$ cat config.mk
export PLATFORM = sky130hd
export DESIGN_NAME = lcd_receptor_flat
export DESIGN_NICKNAME = d
export VERILOG_FILES = /design/src/rtl/lcd_pkg.sv /design/src/rtl/lcd_receptor_if.sv /design/src/rtl/lcd_ddram.sv /design/src/rtl/lcd_receptor.sv /design/src/flat_wrapper.sv
export SDC_FILE = /design/constraint.sdc
export NUM_CORES = 1
export LEC_CHECK = 0
export CORE_AREA = 2 2 185 187
export CTS_CLUSTER_SIZE = 20
export DETAILED_ROUTE_END_ITERATION = 12
export DIE_AREA = 0 0 187 189
export GPL_ROUTABILITY_DRIVEN = 0
export PLACE_DENSITY = 0.67
export SETUP_SLACK_MARGIN = 0.05
export SYNTH_ARGS = -nofsm -noshare
export SYNTH_HDL_FRONTEND = slang
export SYNTH_SLANG_ARGS = --single-unit
$ cat constraint.sdc
create_clock -name clk -period 3.2 [get_ports clk]
set_input_delay 0.64 -clock clk [delete_from_list [all_inputs] [get_ports clk]]
set_output_delay 0.64 -clock clk [all_outputs]
set_load 0.005 [all_outputs]
$ cat src/rtl/lcd_pkg.sv
// Shared constants, state encoding and address helpers for the HD44780-style receptor.
package lcd_pkg;

  localparam int unsigned BUS_W    = 11;
  localparam int unsigned DATA_MSB = 10;
  localparam int unsigned DATA_LSB = 3;
  localparam int unsigned E_BIT    = 2;
  localparam int unsigned RW_BIT   = 1;
  localparam int unsigned RS_BIT   = 0;

  localparam logic [6:0] LINE0_BASE = 7'h00;
  localparam logic [6:0] LINE1_BASE = 7'h40;
  localparam logic [6:0] LINE_MASK  = 7'h70;
  localparam logic [7:0] BLANK_CHAR = 8'h20;

  localparam logic [7:0] OP_CLEAR   = 8'h01;
  localparam logic [7:0] OP_HOME    = 8'h02;
  localparam logic [7:0] OP_ENTRY   = 8'h04;
  localparam logic [7:0] OP_DISPLAY = 8'h08;
  localparam logic [7:0] OP_SHIFT   = 8'h10;
  localparam logic [7:0] OP_FUNC    = 8'h20;
  localparam logic [7:0] OP_CGRAM   = 8'h40;
  localparam logic [7:0] OP_DDRAM   = 8'h80;

  typedef enum logic [1:0] {StIdle, StExec, StBusy} state_e;

  function automatic logic addr_valid(input logic [6:0] a);
    return ((a & LINE_MASK) == LINE0_BASE) || ((a & LINE_MASK) == LINE1_BASE);
  endfunction

  // Step within a 16-column line; crossing a line end wraps onto the other line.
  function automatic logic [6:0] addr_step(input logic [6:0] a, input logic inc);
    if (inc) begin
      if (a[3:0] == 4'hF) return a[6] ? LINE0_BASE : LINE1_BASE;
      return a + 7'd1;
    end
    if (a[3:0] == 4'h0) return (a[6] ? LINE0_BASE : LINE1_BASE) | 7'h0F;
    return a - 7'd1;
  endfunction

  function automatic logic [4:0] cell_index(input logic [6:0] a);
    return {a[6], a[3:0]};
  endfunction

  function automatic logic is_long_op(input logic [7:0] d);
    return ((d & ~(OP_CLEAR | OP_HOME)) == 8'h00) && (d != 8'h00);
  endfunction

endpackage

$ cat src/rtl/lcd_receptor_if.sv
// LCD bus from the transmitter plus the receptor's status and read-back signals.
interface lcd_receptor_if;
  import lcd_pkg::*;

  logic [BUS_W-1:0] salida;
  logic             busy;
  logic [6:0]       ddram_addr;
  logic             display_on;
  logic             cursor_on;
  logic             blink_on;
  logic             entry_inc;
  logic             entry_shift;
  logic             cmd_err;
  logic [7:0]       wr_count;
  logic [4:0]       rd_addr;
  logic [7:0]       rd_data;

  modport master (
    output salida, rd_addr,
    input  busy, ddram_addr, display_on, cursor_on, blink_on, entry_inc, entry_shift,
    input  cmd_err, wr_count, rd_data
  );

  modport slave (
    input  salida, rd_addr,
    output busy, ddram_addr, display_on, cursor_on, blink_on, entry_inc, entry_shift,
    output cmd_err, wr_count, rd_data
  );
endinterface

$ cat src/rtl/lcd_ddram.sv
// 32x8 character store: synchronous write, synchronous clear to blanks, async read.
module lcd_ddram
  import lcd_pkg::*;
(
  input  logic       clk,
  input  logic       i_clr,
  input  logic       i_we,
  input  logic [4:0] i_waddr,
  input  logic [7:0] i_wdata,
  input  logic [4:0] i_raddr,
  output logic [7:0] o_rdata
);

  logic [7:0] r_mem [32];

  always_ff @(posedge clk) begin
    if (i_clr) begin
      for (int i = 0; i < 32; i++) r_mem[i] <= BLANK_CHAR;
    end else if (i_we) begin
      r_mem[i_waddr] <= i_wdata;
    end
  end

  assign o_rdata = r_mem[i_raddr];

endmodule

$ cat src/rtl/lcd_receptor.sv
// HD44780-style command receptor: samples the bus on E falling edges, decodes
// instructions/data into DDRAM and control state, and models the busy flag.
module lcd_receptor
  import lcd_pkg::*;
#(
  parameter int unsigned BUSY_CYCLES  = 40,
  parameter int unsigned CLEAR_CYCLES = 1600
) (
  input logic           clk,
  input logic           reset,
  lcd_receptor_if.slave lcd
);

  localparam int unsigned MaxCycles = (CLEAR_CYCLES > BUSY_CYCLES) ? CLEAR_CYCLES : BUSY_CYCLES;
  localparam int unsigned CntW      = $clog2(MaxCycles + 1);
  localparam logic [CntW-1:0] BusyLoad  = CntW'(BUSY_CYCLES);
  localparam logic [CntW-1:0] ClearLoad = CntW'(CLEAR_CYCLES);

  state_e           r_state, w_state_d;
  logic [BUS_W-1:0] r_bus;
  logic [CntW-1:0]  r_cnt, w_cnt_d;
  logic [7:0]       r_cmd, w_cmd_d;
  logic             r_cmd_rs, w_cmd_rs_d;
  logic [6:0]       r_addr, w_addr_d;
  logic             r_disp, w_disp_d;
  logic             r_cur, w_cur_d;
  logic             r_blink, w_blink_d;
  logic             r_inc, w_inc_d;
  logic             r_shift, w_shift_d;
  logic             r_err, w_err_d;
  logic [7:0]       r_wr_cnt, w_wr_cnt_d;

  logic       w_fall, w_wr_req, w_clr_cmd, w_mem_we;
  logic [7:0] w_bus_data;

  assign w_bus_data = r_bus[DATA_MSB:DATA_LSB];
  assign w_fall     = r_bus[E_BIT] & ~lcd.salida[E_BIT];
  assign w_wr_req   = w_fall & ~r_bus[RW_BIT];

  always_comb begin
    w_state_d  = r_state;
    w_cnt_d    = r_cnt;
    w_cmd_d    = r_cmd;
    w_cmd_rs_d = r_cmd_rs;
    w_addr_d   = r_addr;
    w_disp_d   = r_disp;
    w_cur_d    = r_cur;
    w_blink_d  = r_blink;
    w_inc_d    = r_inc;
    w_shift_d  = r_shift;
    w_err_d    = 1'b0;
    w_wr_cnt_d = r_wr_cnt;
    w_clr_cmd  = 1'b0;
    w_mem_we   = 1'b0;

    // The counter runs from acceptance, so busy lasts exactly the loaded count.
    unique case (r_state)
      StIdle: begin
        if (w_wr_req) begin
          w_state_d  = StExec;
          w_cmd_d    = w_bus_data;
          w_cmd_rs_d = r_bus[RS_BIT];
          w_cnt_d    = (!r_bus[RS_BIT] && is_long_op(w_bus_data)) ? ClearLoad : BusyLoad;
        end
      end
      StExec, StBusy: begin
        w_err_d   = w_wr_req;
        w_cnt_d   = r_cnt - CntW'(1);
        w_state_d = (r_cnt <= CntW'(1)) ? StIdle : StBusy;
      end
      default: w_state_d = StIdle;
    endcase

    if (r_state == StExec) begin
      if (r_cmd_rs) begin
        w_mem_we = 1'b1;
        w_addr_d = addr_step(r_addr, r_inc);
        if (r_wr_cnt != 8'hFF) w_wr_cnt_d = r_wr_cnt + 8'd1;
      end else if ((r_cmd & OP_DDRAM) != 8'h00) begin
        if (addr_valid(r_cmd[6:0])) w_addr_d = r_cmd[6:0];
        else                        w_err_d  = 1'b1;
      end else if ((r_cmd & (OP_CGRAM | OP_FUNC)) == 8'h00) begin
        if ((r_cmd & OP_SHIFT) != 8'h00) begin
          w_addr_d = addr_step(r_addr, r_cmd[2]);
        end else if ((r_cmd & OP_DISPLAY) != 8'h00) begin
          w_disp_d  = r_cmd[2];
          w_cur_d   = r_cmd[1];
          w_blink_d = r_cmd[0];
        end else if ((r_cmd & OP_ENTRY) != 8'h00) begin
          w_inc_d   = r_cmd[1];
          w_shift_d = r_cmd[0];
        end else if ((r_cmd & OP_HOME) != 8'h00) begin
          w_addr_d = LINE0_BASE;
        end else if ((r_cmd & OP_CLEAR) != 8'h00) begin
          w_clr_cmd  = 1'b1;
          w_addr_d   = LINE0_BASE;
          w_inc_d    = 1'b1;
          w_wr_cnt_d = 8'd0;
        end
      end
    end
  end

  always_ff @(posedge clk) begin
    if (reset) begin
      r_state  <= StIdle;
      r_bus    <= '0;
      r_cnt    <= '0;
      r_cmd    <= 8'h00;
      r_cmd_rs <= 1'b0;
      r_addr   <= LINE0_BASE;
      r_disp   <= 1'b0;
      r_cur    <= 1'b0;
      r_blink  <= 1'b0;
      r_inc    <= 1'b1;
      r_shift  <= 1'b0;
      r_err    <= 1'b0;
      r_wr_cnt <= 8'd0;
    end else begin
      r_state  <= w_state_d;
      r_bus    <= lcd.salida;
      r_cnt    <= w_cnt_d;
      r_cmd    <= w_cmd_d;
      r_cmd_rs <= w_cmd_rs_d;
      r_addr   <= w_addr_d;
      r_disp   <= w_disp_d;
      r_cur    <= w_cur_d;
      r_blink  <= w_blink_d;
      r_inc    <= w_inc_d;
      r_shift  <= w_shift_d;
      r_err    <= w_err_d;
      r_wr_cnt <= w_wr_cnt_d;
    end
  end

  lcd_ddram u_ddram (
    .clk     (clk),
    .i_clr   (reset | w_clr_cmd),
    .i_we    (w_mem_we),
    .i_waddr (cell_index(r_addr)),
    .i_wdata (r_cmd),
    .i_raddr (lcd.rd_addr),
    .o_rdata (lcd.rd_data)
  );

  assign lcd.busy        = (r_state != StIdle);
  assign lcd.ddram_addr  = r_addr;
  assign lcd.display_on  = r_disp;
  assign lcd.cursor_on   = r_cur;
  assign lcd.blink_on    = r_blink;
  assign lcd.entry_inc   = r_inc;
  assign lcd.entry_shift = r_shift;
  assign lcd.cmd_err     = r_err;
  assign lcd.wr_count    = r_wr_cnt;

endmodule

$ cat src/flat_wrapper.sv
// flat-port wrapper written by rule: the top's interface ports become plain ports
module lcd_receptor_flat import lcd_pkg::*;
#(
  parameter int unsigned BUSY_CYCLES  = 40,
  parameter int unsigned CLEAR_CYCLES = 1600
)
  (clk, reset, lcd_salida, lcd_rd_addr, lcd_busy, lcd_ddram_addr, lcd_display_on, lcd_cursor_on, lcd_blink_on, lcd_entry_inc, lcd_entry_shift, lcd_cmd_err, lcd_wr_count, lcd_rd_data);
  lcd_receptor_if lcd_i ();
  input logic clk;
  input logic reset;
  input wire logic [$bits(lcd_i.salida)-1:0] lcd_salida;
  input wire logic [$bits(lcd_i.rd_addr)-1:0] lcd_rd_addr;
  output wire logic [$bits(lcd_i.busy)-1:0] lcd_busy;
  output wire logic [$bits(lcd_i.ddram_addr)-1:0] lcd_ddram_addr;
  output wire logic [$bits(lcd_i.display_on)-1:0] lcd_display_on;
  output wire logic [$bits(lcd_i.cursor_on)-1:0] lcd_cursor_on;
  output wire logic [$bits(lcd_i.blink_on)-1:0] lcd_blink_on;
  output wire logic [$bits(lcd_i.entry_inc)-1:0] lcd_entry_inc;
  output wire logic [$bits(lcd_i.entry_shift)-1:0] lcd_entry_shift;
  output wire logic [$bits(lcd_i.cmd_err)-1:0] lcd_cmd_err;
  output wire logic [$bits(lcd_i.wr_count)-1:0] lcd_wr_count;
  output wire logic [$bits(lcd_i.rd_data)-1:0] lcd_rd_data;
  assign lcd_i.salida = lcd_salida;
  assign lcd_i.rd_addr = lcd_rd_addr;
  assign lcd_busy = lcd_i.busy;
  assign lcd_ddram_addr = lcd_i.ddram_addr;
  assign lcd_display_on = lcd_i.display_on;
  assign lcd_cursor_on = lcd_i.cursor_on;
  assign lcd_blink_on = lcd_i.blink_on;
  assign lcd_entry_inc = lcd_i.entry_inc;
  assign lcd_entry_shift = lcd_i.entry_shift;
  assign lcd_cmd_err = lcd_i.cmd_err;
  assign lcd_wr_count = lcd_i.wr_count;
  assign lcd_rd_data = lcd_i.rd_data;
  lcd_receptor #(.BUSY_CYCLES(BUSY_CYCLES), .CLEAR_CYCLES(CLEAR_CYCLES)) u_core (.clk(clk), .reset(reset), .lcd(lcd_i));
endmodule
# == Word level (Yosys, flattened, before mapping) ==
# Memories as Yosys holds them, arrays and structs flattened.
# Cells that the tools add are included.
# classes
eq_ne,16
muxes,92
reduce_logical,26
bitwise_logic,9
n_lt_le_gt_ge,1
n_addsub,4
# ops
cell,n
7-bit 2-to-1 mux,21
8-bit 2-to-1 mux,10
1-bit 2-to-1 mux,54
11-bit 2-to-1 mux,2
11-bit one-hot mux with 2 select lines,1
8-bit zero test,2
"2-bit inequality test, second input constant",6
6-bit AND reduction,2
"11-bit by 1-bit less-or-equal comparator with 1-bit output, second input constant",1
"11-bit by 1-bit subtractor with 11-bit output, second input constant",1
2-bit nonzero test,5
9-bit AND reduction,1
"8-bit by 1-bit adder with 8-bit output, second input constant",1
"4-bit by 2-bit inequality test with 1-bit output, second input constant",2
"8-bit inequality test, second input constant",1
8-bit AND reduction,1
8-bit nonzero test,1
8-bit OR reduction,1
"7-bit by 1-bit adder with 7-bit output, second input constant",1
7-bit zero test,1
7-bit AND reduction,1
"7-bit by 1-bit subtractor with 7-bit output, second input constant",1
1-bit inverter,6
5-bit 2-to-1 mux,1
19 further kinds,24
# totals
ramBits,256
reg_bits,54
mem_count,1
out_inout_bits,30
# mem_list
name,depth,width,read_ports,rd_ports_with_merged_regs,write_ports,line,source
u_core.u_ddram.r_mem,32,8,1,0,32,lcd_ddram.sv:14,logic [7:0] r_mem [32];

# == Logic depth before layout (Yosys ltp) ==
# Gate-level depths: netlist of run 1.
# depth
word_depth,18
depth_mapped,9

# == Hierarchy ==
# A second synthesis of run 1 with hierarchy kept.
# unflattened
cells_unflattened,1062
area_unflattened_um2,14507.7
# by_module_without_submodules
module,seq_area_each_um2,instances,area_per_inst_um2,cells_each
lcd_ddram,7687.4,1,11847.6,733
lcd_receptor,1081.0,1,2660.1,329

# == Worst setup path before layout of run 1 ==
# Ideal clock, no wire load.
# synth_timing
kind,input to output
startpoint,input port lcd_rd_addr[0]
endpoint,output port lcd_rd_data[0]
arrival_time_ps,2095
slack_ps,465
required_time_ps,2560
n_path_buf,2
cell_stages,5
cell_sequence,buf_6 buf_8 mux4_1 mux4_2 o21a_1
# synth_between
elab_chain_len,1
# synth_lines
element,line,source
from (decl),flat_wrapper.sv:12,input wire logic [$bits(lcd_i.rd_addr)-1:0] lcd_rd_addr;
memory read 32 x 8 bit,--,
to (decl),flat_wrapper.sv:22,output wire logic [$bits(lcd_i.rd_data)-1:0] lcd_rd_data;
# No other way between the ends.

# == Worst setup path after layout of run 1 ==
# layout_timing
startpoint,input port lcd_rd_addr[0]
endpoint,output port lcd_rd_data[5]
# The elaborated chain is that of the path after synthesis.

==> impl_metrics.toml, run 1 <==
[clock_tree]
cts_buffers = 35
cts_buffer_depth = 3
cts.clk_slew.worst_paths_ns = 0.06
cts-root-buf = "clkbuf_16"
htree_num_levels = 2
tritoncts = "done"
cts_sinks = 310
clk_latency_ns = 0.51
hold_buffers = 0

[finish]
drive_above_1_share = 0.166
finalNonFillerCells = 1657
nNetsFinal = 1212
n_antenna_cell = 0
num-fill-cells = 2804
final_common_cell = "edfxtp_1"
synthToLayoutAreaGrowth_pct = 17.0
final_cell_mix = "edfxtp_1, and2_1, nor2_1, mux4_2"

[drt]
vias = 9262
wire_per_inst_um = 21.3
drt_first_pass_iters = 5
wl_met3_um = 2870
drc = 0
drt_iter0_markers = 955
met2_length_um = 16400
antenna_left = 0
top_layer_used = "met4"
avgViaCountPerCell = 5.59
wl_met1_um = 15400
wirelength_um = 35300

[critical_path]
worstReg2RegEnd = "u_core.u_ddram.r_mem[8][1]"
endpoint = "lcd_rd_data[5]"
regToRegSetupSlack_ns = 0.39
cp.required_ns = 2.56
crit_path_cell_trace = "buf_16, buf_12, buf_4, mux4_2, mux4_2, o21a_1, clkdlybuf4s15_1"
cpMostUsedCell = "mux4_2"
reg2regPathDepth = 5
critPathKind = "primary input to primary output"
critical_path.top_delay_family = "multiplexers"
start_kind = "primary input"
worstPathArrival_ns = 2.47
startpoint = "lcd_rd_addr[0]"
cp-end-kind = "primary output"
crit_fanout = 7
crit_buf_inv = 4
slowest_delay_ns = 0.50
cp.depth = 7
slowest_stage = "mux4_2"
r2r_start = "u_core.r_state[0]"

[die]
start_util = 0.443
die_y_um = 189
fp.dieArea_mm2 = 0.0353
rows = 67
fp.coreArea_mm2 = 0.0333
die_w_um = 187
ios = 48

[power]
p_total_mw = 8.90
ir_worst_vdd_v = 0.000429
power_density_mw_per_mm2 = 516
leakage_nw = 6.00

[yosys]
synth_xor_area_frac = 0.00832
ys_seq_elements = 310
yosys.area_share.simple = 0.173
synthMuxAreaShare = 0.131
syn-cell-area_mm2 = 0.0147
synth-compound-area-share = 0.0534
synthAdderAreaFrac = 0.00849
synth_cell_types = 59
ys_dominant_reg_cell = "edfxtp_1"
synth_cells = 1116
synth-edff-count = 256
syn_avg_cell_area_um2 = 13.2
synth_top_family_by_area = "simple AND/OR/NAND/NOR gates"
async_reset_ff_frac = 0
synth_fp_nets = 1144
yosysWarnings = 0
yosysSeqAreaShare = 0.595

[sta]
worstMarginPinSlew_ns = 1.32
layout_min_cycle_time_ns = 3.11
fin_setup_tns_ns = 0
worst_clock_skew_ns = 0.0223
max_clock_freq_mhz = 322
hold_violations = 0
fin_ws_ns = 0.0907
maxSlewViolCount = 0
slew_headroom = 0.112
rsz0062_at_grt = "no"
period_share = 0.972
setup_violations = 0
fin_hold_ws_ns = 0.461

[placement]
placed_cells = 1583
dp.final_hpwl_um = 23100
port-buffer-count = 47
place_ws_ns = -0.205

[global_routing]
grt_max_degree = 47
grt_pass1_wl_um = 54300
grt_overflow = 0
grt_use_total = 0.202
first_global_vias = 9045
grt_antenna_before_repair = 0

[flow_run]
maxCapViolCount = 0

[run_status]
status = "finished, final reports clean"

[hold_path]
holdCritPathClass = "flip-flop to flip-flop"
area by class of cell:
class / count / area [um^2] / area share
clock buffers: 41 / 918 / 0.0532
well taps: 448 / 561 / 0.0325
flip-flops and latches: 310 / 8770 / 0.508
multi-input cells: 701 / 5530 / 0.321
clock inverters: 21 / 160 / 0.00929
inverters: 15 / 56.3 / 0.00326
repair buffers: 121 / 1250 / 0.0725
metrics by stage:
step | instance area (um^2) | utilization
floorplan | 14700 | -
global placement | 16000 | 0.479
detailed placement | 16000 | 0.479
CTS | 17200 | 0.518
global route | 17200 | 0.518
finish | 17200 | 0.518
cells in the mapped netlist (2+ instances only):
cell type  instances  area, um^2
a2111oi_1          2        20.0
a211o_1            2        17.5
a211oi_1           5        37.5
a21o_1             2        15.0
a21oi_1           35         175
a221oi_1           2        17.5
a22oi_1            9        67.6
a311oi_1           3        26.3
a31oi_1            5        31.3
and2_1           225        1410
buf_1              7        26.3
buf_2              8        40.0
buf_4              5        37.5
buf_6              2        22.5
buf_8              2        30.0
clkbuf_1          66         248
dfxtp_1           54        1080
edfxtp_1         256        7690
ha_1              10         125
inv_1             15        56.3
mux2i_1           24         240
mux4_1            16         420
mux4_2            56        1260
nand2_1           51         191
nand2b_1           2        12.5
nand3_1           12        60.1
nand3b_1           2        15.0
nand4_1            3        18.8
nand4bb_1          2        22.5
nor2_1            70         263
nor2b_1           19         119
nor3_1            11        55.1
nor3b_1            3        22.5
nor4_1             5        31.3
nor4b_1            2        17.5
o21a_1             8        60.1
o21ai_0           43         215
o31ai_1            3        22.5
o32ai_1            2        17.5
or2_2              2        12.5
or3_1             35         219
xnor2_1           12         105
xor2_1             2        17.5
registers in the layout, summed over array words and instances, names as in the netlist:
signal	flops
u_core.lcd.blink_on	1
u_core.u_ddram.r_mem	256
u_core.r_cmd_rs	1
u_core.lcd.entry_shift	1
u_core.r_bus	11
u_core.r_cnt	11
u_core.r_state	2
u_core.lcd.entry_inc	1
u_core.lcd.ddram_addr	7
u_core.lcd.display_on	1
u_core.r_cmd	8
u_core.lcd.cursor_on	1
u_core.lcd.wr_count	8
u_core.lcd.cmd_err	1
per-layer routing:
layer | GRT usage | up-vias
met5 | 0 | -
met4 | 0.0519 | 0
met3 | 0.0387 | 50
met2 | 0.317 | 396
met1 | 0.289 | 4587
li1 | - | 4229
worst min-delay path, stage by stage, from the launching register on:
cell and delay (ns):
dfxtp_1 0.31, nand2_1 0.05, a21oi_1 0.05
report_power, final:
part / switching, mW / total, mW / internal (mW)
sequential: 0.0536 / 4.52 / 4.47
clock: 1.57 / 3.79 / 2.22
combinational: 0.310 / 0.597 / 0.287
cells by family (layout without fill, tap and decap cells):
family | count (synthesis) | in the layout
xor gates and xnor gates | 14 | 14
adders and majority gates | 10 | 10
and+or+nand+nor | 451 | 451
AOI/OAI and AO/OA | 129 | 129
DFF | 310 | 310
buffers and inverters | 105 | 198
muxes | 97 | 97
worst min-delay path by stage:
stage	start	to	slack (ns)	cells past startpoint
5_1_grt	u_core.r_bus[6]	u_core.r_cmd[3]	0.49	2
3_3_place_gp	u_core.r_bus[4]	u_core.r_cmd[1]	0.45	2
2_1_floorplan	u_core.r_bus[7]	u_core.r_cmd[4]	0.43	2
3_5_place_dp	u_core.r_bus[5]	u_core.r_cmd[2]	0.45	2
4_1_cts	u_core.r_bus[5]	u_core.r_cmd[2]	0.46	2
6_report	u_core.r_bus[7]	u_core.r_cmd[4]	0.46	2
repair_timing:
item,CTS,global route
gates cloned,2,0
gates resized for setup,38,2
setup buffers,9,1
pin swaps,2,3
endpoints found under the setup margin,8,4
endpoints found under the hold margin,0,0
Power figures use the tool's default switching activity.
==> run 2: changes to the inputs <==
- SKIP_LAST_GASP: unset -> 1
==> impl_metrics.toml, run 2 (synthesis gave the netlist of run 1 again) <==
[power]
ir_worst_vdd_v = 0.000430
leakage_nw = 6.05
power_density_mw_per_mm2 = 515

[clock_tree]
cts_sinks = 310
cts-root-buf = "clkbuf_16"
hold_buffers = 0
clk_latency_ns = 0.51
cts_buffer_depth = 3
tritoncts = "done"
htree_num_levels = 2
cts_buffers = 35
cts.clk_slew.worst_paths_ns = 0.06

[critical_path]
crit_path_cell_trace = "buf_16, buf_12, buf_6, mux4_2, mux4_2, o21a_1, dlygate4sd2_1"
cpMostUsedCell = "mux4_2"
cp.required_ns = 2.56
worstPathArrival_ns = 2.47
critical_path.top_delay_family = "multiplexers"
start_kind = "primary input"
slowest_delay_ns = 0.50
slowest_stage = "mux4_2"
crit_fanout = 7
critPathKind = "primary input to primary output"
cp-end-kind = "primary output"
crit_buf_inv = 4

[sta]
worstMarginPinSlew_ns = 1.29
fin_setup_tns_ns = 0
worst_clock_skew_ns = 0.0239
max_clock_freq_mhz = 321
setup_violations = 0
fin_ws_ns = 0.0859
rsz0062_at_grt = "no"
layout_min_cycle_time_ns = 3.11
slew_headroom = 0.128
period_share = 0.973
hold_violations = 0
maxSlewViolCount = 0

[finish]
final_common_cell = "edfxtp_1"
finalNonFillerCells = 1665
top_regs = "u_core.u_ddram.r_mem: 256 flops, u_core.r_bus: 11 flops, u_core.r_cnt: 11 flops"
nNetsFinal = 1220
largest_reg_flops = 256
n_antenna_cell = 0
num-fill-cells = 2789
drive_above_1_share = 0.173
top_register = "u_core.u_ddram.r_mem"
final_cell_mix = "edfxtp_1, and2_1, nor2_1, mux4_2, buf_4"
synthToLayoutAreaGrowth_pct = 17.5

[die]
die_y_um = 189
start_util = 0.443
fp.dieArea_mm2 = 0.0353
die_w_um = 187
fp.coreArea_mm2 = 0.0333
rows = 67
ios = 48

[global_routing]
grt_overflow = 0
first_global_vias = 9064
grt_use_total = 0.202
grt_pass1_wl_um = 54300
grt_max_degree = 47
grt_antenna_before_repair = 0

[hold_path]
holdCritPathClass = "flip-flop to flip-flop"

[drt]
avgViaCountPerCell = 5.57
wirelength_um = 35500
top_layer_used = "met4"
drt_iter0_markers = 893
met2_length_um = 16500
vias = 9282
antenna_left = 0
wl_met3_um = 2890
wire_per_inst_um = 21.3
drt_first_pass_iters = 5
drc = 0
wl_met1_um = 15400

[flow_run]
maxCapViolCount = 0

[run_status]
status = "finished, final reports clean"

[placement]
place_ws_ns = -0.205
placed_cells = 1583
port-buffer-count = 47
dp.final_hpwl_um = 23100
==> run 2: changes by cell type in the layout (fill, tap and decap cells not counted), sizes merged <==
| cell | previous run | this run |
|---|---|---|
| dlymetal6s2s | 0 | 2 |
| buf | 77 | 86 |
| clkbuf | 41 | 42 |
| dlygate4sd2 | 3 | 1 |
| clkdlybuf4s15 | 5 | 3 |
==> run 2: worst paths after layout <==
| kind | startpoint | end | slack [ns] | cells past startpoint |
|---|---|---|---|---|
| min | u_core.r_bus[7] | u_core.r_cmd[4] | 0.46 | 2 |
| min reg2reg | u_core.r_bus[7] | u_core.r_cmd[4] | 0.46 | 2 |
| max reg2reg | u_core.r_state[0] | u_core.u_ddram.r_mem[8][7] | 0.38 | 5 |
| max | lcd_rd_addr[0] | lcd_rd_data[3] | 0.09 | 7 |
==> run 2: power breakdown <==
group | switching [mW] | total, mW | internal [mW]
clock | 1.58 | 3.79 | 2.22
combinational | 0.314 | 0.610 | 0.296
sequential | 0.0540 | 4.52 | 4.47
==> run 2: final cells by class <==
type,instances,area [um^2],share of cell area
multi-input combinational,701,5540,0.320
timing repair buffer,129,1320,0.0761
sequential,310,8770,0.506
clock inverter,21,160,0.00925
clock buffer,41,918,0.0530
inverter,15,56.3,0.00325
tap,448,561,0.0324
==> run 2: metal layers <==
metal  vias to the layer above  track usage
li1                       4250            -
met1                      4605        0.289
met2                       375        0.317
met3                        52       0.0393
met4                         0       0.0519
met5                         -            0
==> run 2: what timing repair did <==
action                     CTS  global route
buffers inserted             9             9
cloned                       2             0
setup endpoints to repair    8             8
pin swaps                    2             5
gates resized for setup     31            16
==> run 2: through the flow <==
stage / hold slack (ns) / instance area [um^2] / power (mW) / utilization
floorplan: 0.432 / 14700 / 4.93 / -
global placement: 0.448 / 16000 / 5.16 / 0.479
detailed placement: 0.450 / 16000 / 5.17 / 0.479
CTS: 0.457 / 17200 / 8.97 / 0.517
global route: 0.494 / 17300 / 9.18 / 0.520
finish: 0.461 / 17300 / 8.92 / 0.520
==> run 2: worst reg2reg max path, stage by stage (launching register included) <==
cell,delay [ns]
dfxtp_1,0.38
ha_1,0.31
nand2_1,0.08
nor2_1,0.20
nand2_1,0.34
o21ai_0,1.10
